===== config.mk =====
export PLATFORM = sky130hd
export DESIGN_NAME = weight_stream_buffer
export DESIGN_NICKNAME = d
export VERILOG_FILES = /design/src/rtl/weight_buf_pkg.sv /design/src/rtl/weight_sync_ram.sv /design/src/rtl/weight_stream_buffer.sv
export SDC_FILE = /design/constraint.sdc
export NUM_CORES = 2
export LEC_CHECK = 0
export CORE_ASPECT_RATIO = 0.8
export CORE_MARGIN = 2
export CORE_UTILIZATION = 45
export DETAILED_ROUTE_END_ITERATION = 16
export PLACE_DENSITY = 0.67
export SYNTH_ARGS = -nofsm -noshare
export SYNTH_HDL_FRONTEND = slang
export SYNTH_SLANG_ARGS = --single-unit
export TNS_END_PERCENT = 5

===== constraint.sdc =====
create_clock -name clk -period 5.17 [get_ports clk]
set_clock_uncertainty 0.2 [all_clocks]
set_input_delay 1.551 -clock clk [delete_from_list [all_inputs] [get_ports clk]]
set_output_delay 1.551 -clock clk [all_outputs]
set_load 0.01 [all_outputs]

===== src/rtl/weight_buf_pkg.sv =====
// Shared definitions for the weight stream buffer.
//   state_e          : burst controller states
//   SKID_DEPTH       : entries in the output skid FIFO
//   clamp_burst_len  : limits a requested burst length to the store depth
package weight_buf_pkg;

    typedef enum logic [1:0] {
        ST_IDLE   = 2'd0,
        ST_STREAM = 2'd1,
        ST_DRAIN  = 2'd2
    } state_e;

    localparam int SKID_DEPTH = 2;

    function automatic int unsigned clamp_burst_len(input int unsigned len,
                                                    input int unsigned depth);
        int unsigned res;
        if (len > depth) begin
            res = depth;
        end else begin
            res = len;
        end
        return res;
    endfunction

endpackage


===== src/rtl/weight_sync_ram.sv =====
// Simple dual-port weight store: one write port, one synchronous read-first
// read port with read enable and 1-cycle latency. Contents are never reset.
// Ports:
//   clk            : clock
//   wr_en/wr_addr/wr_data : write port; addresses >= DATA_DEPTH are ignored
//   rd_en/rd_addr  : read request
//   rd_data        : read result, valid the cycle after rd_en, held otherwise
module weight_sync_ram #(
    parameter int DATA_WIDTH = 32,
    parameter int DATA_DEPTH = 64,
    parameter int ADDR_WIDTH = 6,
    parameter     INIT_FILE  = ""
) (
    input  logic                  clk,
    input  logic                  wr_en,
    input  logic [ADDR_WIDTH-1:0] wr_addr,
    input  logic [DATA_WIDTH-1:0] wr_data,
    input  logic                  rd_en,
    input  logic [ADDR_WIDTH-1:0] rd_addr,
    output logic [DATA_WIDTH-1:0] rd_data
);

    localparam logic [ADDR_WIDTH:0] DEPTH_LIM = (ADDR_WIDTH + 1)'(DATA_DEPTH);

    logic [DATA_WIDTH-1:0] mem_q [DATA_DEPTH];
    logic [DATA_WIDTH-1:0] rd_data_q;

    // Memory array: nonblocking read and write give read-first behaviour.
    always_ff @(posedge clk) begin
        if (wr_en && ({1'b0, wr_addr} < DEPTH_LIM)) begin
            mem_q[wr_addr] <= wr_data;
        end
        if (rd_en) begin
            rd_data_q <= mem_q[rd_addr];
        end
    end

    assign rd_data = rd_data_q;

endmodule


===== src/rtl/weight_stream_buffer.sv =====
// Writable weight store that streams a burst of words to the PE array.
// Ports:
//   clk, rst             : clock, asynchronous active-high reset
//   wr_en/wr_addr/wr_data: preload/update port, accepted in every state
//   start/base_addr/burst_len : burst request, sampled only when idle
//   busy, done           : burst in progress / one-cycle completion pulse
//   w_valid/w_ready/w_data/w_last : output stream with backpressure
// The RAM output register behaves as a fall-through head in front of a
// 2-entry skid FIFO, so a word is presented the cycle after it is read.
module weight_stream_buffer
    import weight_buf_pkg::*;
#(
    parameter int DATA_WIDTH = 32,
    parameter int DATA_DEPTH = 64,
    parameter int ADDR_WIDTH = 6,
    parameter int LEN_WIDTH  = 7,
    parameter     INIT_FILE  = ""
) (
    input  logic                  clk,
    input  logic                  rst,
    input  logic                  wr_en,
    input  logic [ADDR_WIDTH-1:0] wr_addr,
    input  logic [DATA_WIDTH-1:0] wr_data,
    input  logic                  start,
    input  logic [ADDR_WIDTH-1:0] base_addr,
    input  logic [LEN_WIDTH-1:0]  burst_len,
    output logic                  busy,
    output logic                  done,
    output logic                  w_valid,
    input  logic                  w_ready,
    output logic [DATA_WIDTH-1:0] w_data,
    output logic                  w_last
);

    localparam logic [ADDR_WIDTH-1:0] LAST_ADDR = ADDR_WIDTH'(DATA_DEPTH - 1);
    localparam logic [ADDR_WIDTH-1:0] ADDR_ZERO = {ADDR_WIDTH{1'b0}};
    localparam logic [ADDR_WIDTH-1:0] ADDR_ONE  = ADDR_WIDTH'(1);
    localparam logic [LEN_WIDTH-1:0]  LEN_ZERO  = {LEN_WIDTH{1'b0}};
    localparam logic [LEN_WIDTH-1:0]  LEN_ONE   = LEN_WIDTH'(1);

    state_e                state_q, state_d;
    logic [ADDR_WIDTH-1:0] rd_addr_q, rd_addr_d;
    logic [LEN_WIDTH-1:0]  issue_rem_q, issue_rem_d;   // reads still to issue
    logic [LEN_WIDTH-1:0]  beat_rem_q, beat_rem_d;     // handshakes still owed
    logic                  busy_q, busy_d;
    logic                  done_q, done_d;
    logic                  inflight_q, inflight_d;     // RAM output holds a word
    logic                  inflight_last_q, inflight_last_d;

    logic [SKID_DEPTH-1:0][DATA_WIDTH-1:0] skid_data_q, skid_data_d;
    logic [SKID_DEPTH-1:0]                 skid_last_q, skid_last_d;
    logic                                  skid_rd_ptr_q, skid_rd_ptr_d;
    logic                                  skid_wr_ptr_q, skid_wr_ptr_d;
    logic [1:0]                            skid_cnt_q, skid_cnt_d;

    logic [DATA_WIDTH-1:0] ram_rd_data;
    logic                  head_from_skid;
    logic                  pop;
    logic                  skid_push;
    logic                  skid_pop;
    logic                  issue;
    logic [2:0]            occ;
    logic [LEN_WIDTH-1:0]  len_clamped;

    weight_sync_ram #(
        .DATA_WIDTH (DATA_WIDTH),
        .DATA_DEPTH (DATA_DEPTH),
        .ADDR_WIDTH (ADDR_WIDTH),
        .INIT_FILE  (INIT_FILE)
    ) u_ram (
        .clk     (clk),
        .wr_en   (wr_en),
        .wr_addr (wr_addr),
        .wr_data (wr_data),
        .rd_en   (issue),
        .rd_addr (rd_addr_q),
        .rd_data (ram_rd_data)
    );

    assign len_clamped = LEN_WIDTH'(clamp_burst_len(32'(burst_len), 32'(DATA_DEPTH)));

    // Output head selection: oldest skid entry first, else the RAM word.
    always_comb begin
        head_from_skid = (skid_cnt_q != 2'd0);
        w_valid        = head_from_skid | inflight_q;
        w_data         = {DATA_WIDTH{1'b0}};
        w_last         = 1'b0;
        if (head_from_skid) begin
            w_data = skid_data_q[skid_rd_ptr_q];
            w_last = skid_last_q[skid_rd_ptr_q];
        end else if (inflight_q) begin
            w_data = ram_rd_data;
            w_last = inflight_last_q;
        end else begin
            w_data = {DATA_WIDTH{1'b0}};
            w_last = 1'b0;
        end
    end

    // Skid FIFO bookkeeping and read-issue throttle.
    always_comb begin
        pop       = w_valid & w_ready;
        skid_pop  = pop & head_from_skid;
        // A RAM word consumed straight from the output register never enters the FIFO.
        skid_push = inflight_q & ~(pop & ~head_from_skid);
        // Words held after this cycle's handshake; keep at most two buffered.
        occ       = 3'(skid_cnt_q) + 3'(inflight_q) - 3'(pop);
        issue     = (state_q == ST_STREAM) && (issue_rem_q != LEN_ZERO) && (occ < 3'd2);

        skid_data_d   = skid_data_q;
        skid_last_d   = skid_last_q;
        skid_wr_ptr_d = skid_wr_ptr_q;
        skid_rd_ptr_d = skid_rd_ptr_q;
        if (skid_push) begin
            skid_data_d[skid_wr_ptr_q] = ram_rd_data;
            skid_last_d[skid_wr_ptr_q] = inflight_last_q;
            skid_wr_ptr_d              = ~skid_wr_ptr_q;
        end else begin
            skid_wr_ptr_d = skid_wr_ptr_q;
        end
        if (skid_pop) begin
            skid_rd_ptr_d = ~skid_rd_ptr_q;
        end else begin
            skid_rd_ptr_d = skid_rd_ptr_q;
        end
        skid_cnt_d = skid_cnt_q + {1'b0, skid_push} - {1'b0, skid_pop};
    end

    // Burst controller next-state logic.
    always_comb begin
        state_d         = state_q;
        rd_addr_d       = rd_addr_q;
        issue_rem_d     = issue_rem_q;
        beat_rem_d      = beat_rem_q;
        busy_d          = busy_q;
        done_d          = 1'b0;
        inflight_d      = issue;
        inflight_last_d = issue & (issue_rem_q == LEN_ONE);

        if (pop) begin
            beat_rem_d = beat_rem_q - LEN_ONE;
        end else begin
            beat_rem_d = beat_rem_q;
        end

        case (state_q)
            ST_IDLE: begin
                busy_d = 1'b0;
                if (start) begin
                    rd_addr_d   = base_addr;
                    issue_rem_d = len_clamped;
                    beat_rem_d  = len_clamped;
                    busy_d      = 1'b1;
                    if (len_clamped == LEN_ZERO) begin
                        // Empty burst: busy and done together for one cycle.
                        done_d  = 1'b1;
                        state_d = ST_IDLE;
                    end else begin
                        state_d = ST_STREAM;
                    end
                end else begin
                    state_d = ST_IDLE;
                end
            end
            ST_STREAM: begin
                if (issue) begin
                    // Explicit wrap so non power-of-two depths also work.
                    if (rd_addr_q == LAST_ADDR) begin
                        rd_addr_d = ADDR_ZERO;
                    end else begin
                        rd_addr_d = rd_addr_q + ADDR_ONE;
                    end
                    issue_rem_d = issue_rem_q - LEN_ONE;
                    if (issue_rem_q == LEN_ONE) begin
                        state_d = ST_DRAIN;
                    end else begin
                        state_d = ST_STREAM;
                    end
                end else begin
                    state_d = ST_STREAM;
                end
            end
            ST_DRAIN: begin
                if (pop && (beat_rem_q == LEN_ONE)) begin
                    done_d  = 1'b1;
                    busy_d  = 1'b0;
                    state_d = ST_IDLE;
                end else begin
                    state_d = ST_DRAIN;
                end
            end
            default: begin
                state_d = ST_IDLE;
                busy_d  = 1'b0;
            end
        endcase
    end

    // State and datapath registers; reset discards any burst in progress.
    always_ff @(posedge clk or posedge rst) begin
        if (rst) begin
            state_q         <= ST_IDLE;
            rd_addr_q       <= ADDR_ZERO;
            issue_rem_q     <= LEN_ZERO;
            beat_rem_q      <= LEN_ZERO;
            busy_q          <= 1'b0;
            done_q          <= 1'b0;
            inflight_q      <= 1'b0;
            inflight_last_q <= 1'b0;
            skid_data_q     <= {(SKID_DEPTH * DATA_WIDTH){1'b0}};
            skid_last_q     <= {SKID_DEPTH{1'b0}};
            skid_rd_ptr_q   <= 1'b0;
            skid_wr_ptr_q   <= 1'b0;
            skid_cnt_q      <= 2'd0;
        end else begin
            state_q         <= state_d;
            rd_addr_q       <= rd_addr_d;
            issue_rem_q     <= issue_rem_d;
            beat_rem_q      <= beat_rem_d;
            busy_q          <= busy_d;
            done_q          <= done_d;
            inflight_q      <= inflight_d;
            inflight_last_q <= inflight_last_d;
            skid_data_q     <= skid_data_d;
            skid_last_q     <= skid_last_d;
            skid_rd_ptr_q   <= skid_rd_ptr_d;
            skid_wr_ptr_q   <= skid_wr_ptr_d;
            skid_cnt_q      <= skid_cnt_d;
        end
    end

    assign busy = busy_q;
    assign done = done_q;

endmodule


==> results.toml <==
[yosys]
ys_types = 63
synth.yosys.seq_area_share = 0.773
avgSynthCellArea_um2 = 21.0
async_flop_share = 0.0441
synth_area_um2 = 83900
synth-seq-cells = 2176
syn-num-nets = 4058
syn_inst = 3994
ys_warn_count = 0
synth_edf_count = 2080
synth_ff_type = "edfxtp_1"

[placement]
dpl.hpwl_um = 137000
io_buffers = 91
place.gp.congestion = 0.851
pre_cts_slack_ns = 0.628
dp.cells = 6549

[outcome]
status = "finished clean"

[floorplanning]
die_w_um = 487
dieArea_um2 = 190000
die_h_um = 390
coreArea_um2 = 185000
pin_count = 92
start_util = 0.454
num_rows = 141

[sta]
setup_viol = 0
period_share = 0.941
rsz0062_at_grt = "false"
setup-tns-final_ns = 0
fmax_mhz = 206
setup_ws_ns = 0.306
period_needed_ns = 4.86
slew_headroom = 0.102
tightestPinTransition_ns = 1.35
hold_viol = 0
slew_viol_final = 0

[power_and_ir_drop]
p_total_uw = 51200
internal_power_uw = 34400
pwr_density_cell_nw_per_um2 = 537
seqPwrFrac = 0.407
p_leak_uw = 0.0307
pwr-share-comb = 0.313
power.share.clock = 0.280
p_sw_frac = 0.330
ir_worst_vdd_v = 0.000345
power.switching_uw = 16900

[clocking]
postCtsHoldBufs = 0
htreeDepth = 4
path_clk_slew_ns = 0.07
cts_setup_buffers = 0
clkSinkCount = 2176
ctsResizeCount = 0
cts-root-buf = "clkbuf_16"
cts_tree = "built"
insertion_delay_ns = 0.86
cts_buffer_depth = 3
numCtsBuffers = 197

[grt]
grt_max_degree = 81
grt_pass1_wl_um = 315000
grt_use_total = 0.234
antenna_found_initial = 18
grt-ovfl-total = 0
first_global_vias = 41858

[layout]
nNetsFinal = 4381
layout.cells.non_filler = 6923
area_delta_synth_final_pct = 13.8
n_fill_cell = 14286
drive_above_1_share = 0.255

[worst_hold_path]
min_to = "skid_data_q[32]"
hold_class = "reg -> reg"
hold_start = "skid_data_q[32]"
whs_path_depth = 1

[critical_path]
r2r-start = "rd_addr_q[1]"
end_kind = "primary output"
crit_arrival_ns = 3.11
rr_worst_depth = 5
r2r_end = "u_ram.rd_data[15]"
path_max_fanout = 28
cp.required_ns = 3.42
crit_type = "reg -> out"
start_kind = "flip-flop"
rrSetupSlack_ns = 1.07

[route]
drt-total-wl_um = 224000
drc_errors = 0
drt_pass1_iterations = 6
drt_iter0_drc = 6264
ant_nets = 0
vias = 42999
viasPerCell = 6.21
post_drt_wl_per_cell_um = 32.3

[run]
cap_violations = 0
through the flow:
step / util / instance area, µm² / hold slack (ns)
6_report: 0.516 / 95500 / 0.307
2_1_floorplan: - / 83900 / 0.269
5_1_grt: 0.516 / 95500 / 0.319
4_1_cts: 0.516 / 95500 / 0.309
3_5_place_dp: 0.482 / 89200 / 0.295
3_3_place_gp: 0.482 / 89200 / 0.287
placed cells by master (no fill, tap or decap), drive strengths merged, types with 4 or more instances in the layout:
cell	n
a211oi	5
a21oi	43
a22oi	4
a2bb2oi	6
a311oi	16
a31oi	16
a32oi	4
and2	4
buf	292
bufinv	15
clkbuf	248
clkdlybuf4s50	59
clkinv	93
clkinvlp	5
dfrtp	96
diode	7
edfxtp	2080
ha	7
inv	20
mux2	66
mux2i	224
mux4	425
nand2	98
nand2b	9
nand3	57
nand3b	7
nor2	116
nor2b	13
nor3	76
nor4	6
o21ai	72
o221ai	35
o22a	34
o22ai	171
o31ai	6
or3	8
or3b	6
xnor2	6
xor2	6
worst max path at each step:
stage | from | endpoint | slack, ns | depth (start not counted)
2_1_floorplan | w_ready | rd_addr_q[5] | 0.28 | 10
3_3_place_gp | w_ready | rd_addr_q[5] | 0.64 | 9
3_5_place_dp | w_ready | rd_addr_q[3] | 0.63 | 9
4_1_cts | inflight_q | w_data[30] | 0.25 | 4
5_1_grt | inflight_q | w_data[30] | 0.16 | 4
6_report | inflight_q | w_data[30] | 0.31 | 4
flip-flops by register name, indices dropped and copies added (netlist names):
name / count
beat_rem_q: 7
busy: 1
done: 1
inflight_last_q: 1
inflight_q: 1
issue_rem_q: 7
rd_addr_q: 6
skid_cnt_q: 2
skid_data_q: 64
skid_last_q: 2
skid_rd_ptr_q: 1
skid_wr_ptr_q: 1
state_q: 2
u_ram.mem_q: 2048
u_ram.rd_data: 32
critical path, cell delays in order (launching register included):
cell	delay, ns
dfrtp_1	1.04
buf_4	0.33
nand3_1	0.09
o21ai_0	0.19
clkdlybuf4s50_1	0.61
cells in the mapped netlist (all sizes together), types with 7 or more instances:
| library cell | n | share of area |
|---|---|---|
| a31oi | 16 | 0.0012 |
| ha | 7 | 0.0010 |
| edfxtp | 2080 | 0.74 |
| dfrtp | 96 | 0.029 |
| o22ai | 171 | 0.013 |
| mux2i | 224 | 0.027 |
| buf | 134 | 0.013 |
| nand3b | 7 | 0.00063 |
| nor2b | 13 | 0.00097 |
| clkbuf | 93 | 0.0042 |
| nor2 | 116 | 0.0052 |
| or3 | 8 | 0.00060 |
| o22a | 34 | 0.0035 |
| mux2 | 66 | 0.0089 |
| nor3 | 76 | 0.0045 |
| a21oi | 43 | 0.0026 |
| inv | 14 | 0.00063 |
| nand2b | 9 | 0.00067 |
| o221ai | 35 | 0.0037 |
| mux4 | 425 | 0.11 |
| nand2 | 98 | 0.0044 |
| a311oi | 16 | 0.0017 |
| nand3 | 57 | 0.0034 |
| o21ai | 72 | 0.0043 |
power groups by stage:
stage	logic, µW	registers (µW)	clock network [µW]
3_5_place_dp	15700	21200	0
3_3_place_gp	15600	21200	0
4_1_cts	15800	20900	14500
2_1_floorplan	9530	20700	0
6_report	16000	20900	14300
5_1_grt	16700	20900	15200
kinds of logic (layout without fill, tap and decap cells):
kind of cell | Yosys count | in the layout | share of synthesized area
flip-flops | 2176 | 2176 | 0.773
multiplexers | 715 | 715 | 0.150
AO/OA/AOI/OAI | 433 | 433 | 0.0344
AND/OR/NAND/NOR | 409 | 409 | 0.0225
buffers and inverters | 241 | 732 | 0.0181
XOR/XNOR | 12 | 12 | 0.00125
adder cells (fa/ha/maj) | 8 | 8 | 0.00128
other | 0 | 7 | 0
final cells by class:
type                    count  area (µm²)  share of cell area
well taps                2431        3040              0.0319
flip-flops and latches   2176       64900               0.680
clock inverters           119        1080              0.0113
multi-input cells        1577       18100               0.189
repair buffers            351        3140              0.0329
inverters                  14        55.1            0.000577
diodes                      7        17.5            0.000183
clock buffers             248        5190              0.0544
per-layer routing:
layer	GRT usage	share of wire
met5	0	0.00072
met2	0.329	0.43
met4	0.0589	0.023
met3	0.0799	0.13
met1	0.351	0.41
No activity file was read; power rests on OpenSTA's default activity.
